===== src/rtl/mux_16x1_rr_sched.sv =====
// Round-robin scheduler for the shared registered 16x1 mux: grants one requester for up to MAX_HOLD beats, then forces a one-cycle gap.
// Latency: grant and select register one edge after arbitration; y_valid_o is registered one edge after the accepting cycle.
module mux_16x1_rr_sched #(
    parameter int N        = 16,
    parameter int SEL_W    = $clog2(N),
    parameter int MAX_HOLD = 8
) (
    input  logic             clk_i,
    input  logic             rst_i,
    input  logic [N-1:0]     req_i,
    input  logic             rdy_i,
    output logic [SEL_W-1:0] s_o,
    output logic [N-1:0]     gnt_o,
    output logic             busy_o,
    output logic             y_valid_o
);

    typedef enum logic [1:0] {IDLE, GRANT, GAP} state_e;

    localparam logic [7:0]   CNT_LAST = 8'(MAX_HOLD - 1);
    localparam logic [N-1:0] ONE_HOT0 = N'(1);

    state_e           state_q, state_d;
    logic [SEL_W-1:0] s_q, s_d;
    logic [SEL_W-1:0] ptr_q, ptr_d;
    logic [N-1:0]     gnt_q, gnt_d;
    logic [7:0]       cnt_q, cnt_d;
    logic             yv_q, yv_d;

    logic             win_found;
    logic [SEL_W-1:0] win_idx;
    logic [SEL_W-1:0] scan_idx;
    logic             cur_req;

    // Scan from ptr upward; SEL_W-bit addition gives the mod-N wrap for free.
    always_comb begin
        win_found = 1'b0;
        win_idx   = '0;
        scan_idx  = '0;
        for (int i = 0; i < N; i++) begin
            scan_idx = ptr_q + SEL_W'(i);
            if (!win_found && req_i[scan_idx]) begin
                win_found = 1'b1;
                win_idx   = scan_idx;
            end
        end
    end

    assign cur_req = req_i[s_q];

    always_comb begin
        state_d = state_q;
        s_d     = s_q;
        ptr_d   = ptr_q;
        gnt_d   = gnt_q;
        cnt_d   = cnt_q;
        yv_d    = 1'b0;
        case (state_q)
            IDLE, GAP: begin
                if (win_found) begin
                    state_d = GRANT;
                    s_d     = win_idx;
                    gnt_d   = ONE_HOT0 << win_idx;
                    cnt_d   = '0;
                end else begin
                    state_d = IDLE;
                    gnt_d   = '0;
                end
            end
            GRANT: begin
                yv_d = rdy_i && cur_req;
                // A dropped request on the final beat is still a single release.
                if (!cur_req || (rdy_i && cnt_q == CNT_LAST)) begin
                    state_d = GAP;
                    gnt_d   = '0;
                    ptr_d   = s_q + SEL_W'(1);
                end else if (rdy_i) begin
                    cnt_d = cnt_q + 8'd1;
                end
            end
            default: begin
                state_d = IDLE;
                gnt_d   = '0;
            end
        endcase
    end

    always_ff @(posedge clk_i) begin
        if (rst_i) begin
            state_q <= IDLE;
            s_q     <= '0;
            ptr_q   <= '0;
            gnt_q   <= '0;
            cnt_q   <= '0;
            yv_q    <= 1'b0;
        end else begin
            state_q <= state_d;
            s_q     <= s_d;
            ptr_q   <= ptr_d;
            gnt_q   <= gnt_d;
            cnt_q   <= cnt_d;
            yv_q    <= yv_d;
        end
    end

    assign s_o       = s_q;
    assign gnt_o     = gnt_q;
    assign busy_o    = (state_q != IDLE);
    assign y_valid_o = yv_q;

endmodule


===== config.mk =====
export PLATFORM = sky130hd
export DESIGN_NAME = mux_16x1_rr_sched
export DESIGN_NICKNAME = d
export VERILOG_FILES = /design/src/rtl/mux_16x1_rr_sched.sv
export SDC_FILE = /design/constraint.sdc
export NUM_CORES = 1
export LEC_CHECK = 0
export BUFFER_PORTS_ARGS = -buffer_cell sky130_fd_sc_hd__buf_2
export CAP_MARGIN = 5
export CORE_UTILIZATION = 55
export DETAILED_ROUTE_END_ITERATION = 10
export GPL_TIMING_DRIVEN = 0
export PLACE_DENSITY = 0.78
export REMOVE_ABC_BUFFERS = 1
export SLEW_MARGIN = 20
export SYNTH_ARGS = -nofsm -noshare
export SYNTH_HDL_FRONTEND = slang
export SYNTH_SLANG_ARGS = --single-unit

===== constraint.sdc =====
create_clock -name clk_i -period 4.25 [get_ports clk_i]
set_clock_uncertainty 0.05 [all_clocks]
set_input_delay 0.6375 -clock clk_i [delete_from_list [all_inputs] [get_ports clk_i]]
set_output_delay 0.6375 -clock clk_i [all_outputs]
set_load 0.05 [all_outputs]

After elaboration in Yosys (flattened, before gate mapping)
Index checks and enable logic that the tools add are counted.
{ "totals": {"input_bits": 19, "ff_bits": 35} }
{ "op_classes": {"bitwise": 1, "n_eq_ne": 7, "n_mux": 76, "reduce_logical": 42, "n_addsub": 17, "shifts": 1, "n_lt_le_gt_ge": 17} }
{ "ops": {"columns": ["op", "n"], "rows": [
  ["$lt 4x5->1 const B", 17],
  ["$bmux 1 s4", 17],
  ["$mux 4", 16],
  ["$mux 1", 34],
  ["$add 4x4->4 const B", 8],
  ["$mux 16", 2],
  ["$pmux 16 s2", 1],
  ["$mux 8", 3],
  ["$logic_and 1x1->1", 17],
  ["$add 4x3->4 const B", 4],
  ["$logic_not 1->1", 16],
  ["$pmux 8 s2", 1],
  ["$shl 1x4->16 const A", 1],
  ["$add 4x1->4 const B", 2],
  ["$add 4x2->4 const B", 2],
  ["$add 8x1->8 const B", 1],
  ["$eq 8x3->1 const B", 1],
  ["$ne 2x2->1 const B", 4],
  ["$pmux 2 s2", 1],
  ["$reduce_and 2->1", 2],
  ["$reduce_and 4->1", 1],
  ["$reduce_bool 2->1", 2],
  ["$reduce_or 2->1", 2],
  ["$eq 2x1->1 const B", 1],
  ["other kinds (5)", 5]
]} }

Depth between registers and ports, before layout
{ "depth": {"word_depth": 51, "depth_mapped": 17, "mapped_depth_nobuf": 11} }

Worst setup path before layout
OpenSTA, ideal clock, no wires.
{ "synth_timing": {"path_type": "reg-to-reg", "from": "register ptr_q[1]", "to": "register gnt_q[10] (netlist: gnt_o[10])", "arrival_ns": 4.315, "stages_incl_launch_ff": 15, "setup_slack_ns": -0.244, "path_buffers": 4, "path_cell_list": "dfxtp_1 buf_6 clkbuf_1 inv_1 ha_1 buf_6 mux4_2 mux4_2 or3_1 buf_6 or3_4 o31ai_4 a2bb2oi_4 or2b_2 o31ai_1"} }
{ "synth_via": {"elab_chain_len": 51} }
{ "synth_rtl": {"columns": ["item", "line", "rtl"], "rows": [
  ["from (decl)", "25", "logic [SEL_W-1:0] ptr_q, ptr_d;"],
  ["from (signal assigned)", "99", "ptr_q <= ptr_d;"],
  ["branches (longest 49 deep; another with $add 4x1->4)", null, null],
  ["$mux 16 *", "60", "if (win_found) begin"],
  ["$pmux 16 s2 *", "58", "case (state_q)"],
  ["to (signal assigned)", "100", "gnt_q <= gnt_d;"],
  ["to (decl)", "26", "logic [N-1:0] gnt_q, gnt_d;"]
]} }
Mark *: on every way between the ends. The select of a mux whose other input is x is not followed.
A chain may end at the register's enable or synchronous reset.

Final worst setup path
{ "layout_timing": {"from": "register ptr_q[0]", "to": "register gnt_q[2] (netlist: gnt_o[2])"} }
Same word-level chain as after synthesis.

==> impl_results.md <==
* Status: complete, no violations
* Startpoint of the worst-slack reg-to-reg timing path: ptr_q[0]
* Fmax at 0.246 GHz
* Max Slew Vio Count at 0
* Most frequent cells in the layout: 51 x nand2_1, 40 x buf_2, 32 x mux4_2, 32 x nor2_1, 31 x dfxtp_1
* Synth-to-layout area growth at 12.4%
* Number of buffers created by CTS at 5
* Gate count of the mapped netlist at 459
* Number of remaining DRC errors at 0
* Cell type with the highest aggregate area in the netlist: mux4_2
* Share of post-route cells with drive strength above 1 at 32.5%
* Max transition margin at 47.7%
* Core Box Area at 7370 sq um
* Most prevalent standard cell on the critical path: buf_4
* Flops & latches, synth at 35
* CP endpoint kind: flip-flop
* Ratio of final minimum period to clock period at 95.7%
* Cell class contributing the biggest share of worst-path delay: simple AND/OR/NAND/NOR gates
* Routed WL at 12400 microns
* Series of cell instances along the critical path: buf_4, ha_1, xor2_1, nand4_1, and4_1, nand4b_4, nor4b_4, buf_4, a31o_2, nor2_1, or2b_2, o41ai_1
* Worst setup SP type: flip-flop
* Vias in the first global route at 3824
* Remaining global-route overflow at 0
* Most common cell after layout, fill and taps aside: nand2_1
* Maximum number of pins on one net before global-route repair at 27
* Clock Root Buffer: clkbuf_8
* # port buffers at 40
* Avg WL per Cell at 20.6 microns
* Starting utilization of the core area at 57.7%
* Slowest-stage cell, CP: xor2_1
* Detailed-router iteration count before antenna repair at 5
* Actual slew at the worst max-slew pin at 781 ps
* Count of flip-flops with a built-in enable after synthesis at 0
* Leak at 1.78 nW
* Clock tree from TritonCTS: yes
* Clock Path Buffers at 2
* Vert. Die Dim at 89.9 microns
* Number of nets in the final layout at 531
* Number of antenna cells inserted at 0
* Estimated wirelength of the detail-placed design at 8480 microns
* DR iter-0 viols at 352
* Cell types with the largest area share after synthesis: mux4_2 17%, dfxtp_1 16%, mux2i_1 7.5%, nand2_1 4.5%, mux2_2 3.2%
* Die boundary width at 89.9 microns
* Area of the die at 8080 sq um
* P per Cell Area at 931 nW/um^2
* Number of hold buffers added after cts at 0
* CTS Sinks at 35
* Max_cap viols at 0
* Delay of the slowest cell on the worst path at 590 ps
* Path type of the worst min-delay path: flip-flop to flip-flop
* RePlAce Congestion at 0.961
* Post-DR vias/cell at 6.96
* Number of nets with antenna violations after detailed routing at 0
* Number of endpoints with negative hold slack in the final report at 0
* Clock-pin slew of the registers on the worst-case setup and hold paths at 70 ps
* Share of the yosys chip area belonging to registers at 16.5%
* Final setup violating endpoints at 0
* Antenna violations before repair at 0
* Critical path buffer and inverter count at 2
* Path type of the worst setup path: flip-flop to flip-flop
* Final Worst Setup Slack at 183 ps
* Most common flop cell mapped by yosys: dfxtp_1
* Arrival time of the worst setup path at 4210 ps
* Post-synthesis cell area at 4250 sq um
* Final critical-path required period at 4070 ps
* Setup WS pre-CTS at -1220 ps
* Post-synth ARST share at 0%
* H-tree depth at 2
* Wire length of the first global-routing pass at 19500 microns
* Via count of the routed design at 4196
* Number of I/O pins at 41
* Maximum ir drop on the vdd rail at 0.564 mV
* Clock Latency Late Sink at 290 ps
* Hold path startpoint: gnt_o[10]
* Crit path required time at 4390 ps
* Total negative slack for setup checks at 0 ps
* Number of unique standard cell types used by synthesis at 85
* Global-route usage over all layers at 29.7%
* CP startpoint: ptr_q[0]
* Row Count at 31
* Number of filler cells placed in the layout at 604
* Mapped Avg Cell Area at 9.26 sq um
* Max Fanout on Critical Path at 12
* Yosys warnings at 0
* Fraction of post-synthesis cell area in the top cell type by area at 17.0%
==> timing repair <==
action | CTS | global route
resized for setup | 19 | 4
setup buffers | 8 | 16
endpoints found under the setup margin | 29 | 21
pin swaps | 3 | 2
==> layout make-up <==
cell class                 count  area, sq um  share of cell area, %
clock buffer                   7         76.3                   1.60
clock inverter                 1         5.00                  0.105
inverter                       8         35.0                  0.734
multi-input combinational    389         3430                   71.9
sequential                    35          713                   14.9
tap                           99          124                   2.59
timing repair buffer          64          388                   8.12
==> worst min-delay path, stage by stage, from the launching register on <==
cell	delay (ps)
dfxtp_1	330
nand2_1	50
o31ai_1	50
==> power by group <==
| part | total [W] | switching, W | internal [W] | leakage (nW) |
|---|---|---|---|---|
| Sequential | 0.000534 | 0.000135 | 0.000400 | 0.287 |
| Clock | 0.000233 | 0.000118 | 0.000115 | 0.0422 |
| Combinational | 0.00368 | 0.00225 | 0.00142 | 1.45 |
==> kinds of logic (layout without fill, tap and decap cells) <==
group | count (synthesis) | after routing | synth area share [%]
mux | 78 | 78 | 28.6
compound gates | 123 | 123 | 23.4
fa+ha+maj | 9 | 9 | 2.65
xor+xnor | 15 | 15 | 3.80
buf+inv | 35 | 80 | 4.62
flops | 35 | 35 | 16.5
simple gates | 164 | 164 | 20.5
==> flip-flops by register name, indices dropped and copies added, names as in the netlist <==
register	flops
gnt_o	16
cnt_q	8
ptr_q	4
s_o	4
state_q	2
y_valid_o	1
==> layer usage <==
metal	vias to the layer above	wire [microns]	GRT usage [%]
li1	1891	-	-
met1	2017	5220	41.9
met2	253	5880	46.7
met3	35	996	4.40
met4	0	347	10.1
met5	-	0	0
==> through the flow <==
step	power, W	cells	utilization (%)	area, sq um	hold slack, ps
after floorplan	0.00307	432	-	4080	406
after global placement	0.00372	571	59.8	4410	385
after detailed placement	0.00378	571	59.8	4410	392
after CTS	0.00418	587	62.8	4630	408
after global routing	0.00470	603	64.8	4780	419
final	0.00445	603	64.8	4780	406
==> worst paths after layout <==
check / endpoint / slack [ps] / cells past startpoint
max: gnt_o[2] / 180 / 12
min: gnt_o[10] / 410 / 2
max reg2reg: gnt_o[2] / 180 / 12
min reg2reg: gnt_o[10] / 410 / 2
==> Yosys cell counts, drive strengths merged (2+ instances only) <==
cell type,n
mux4,33
mux2i,32
a21boi,6
and3,4
a32oi,2
o221ai,4
clkbuf,11
dfxtp,35
nor2b,4
o21bai,2
mux2,13
o211ai,8
nor2,34
o31ai,19
o22ai,2
o21ai,14
nand2b,3
ha,9
nor3,16
a22oi,2
a22o,2
nand3,18
clkinv,2
inv,6
nand4,3
a21oi,24
and4,2
o41ai,5
and2,4
o21a,3
nand3b,3
nor4b,2
or3,4
xnor2,12
or2,5
nand2,53
nor4,4
buf,16
xor2,3
a211oi,15
Note: power is estimated with default switching activity, not from simulation.
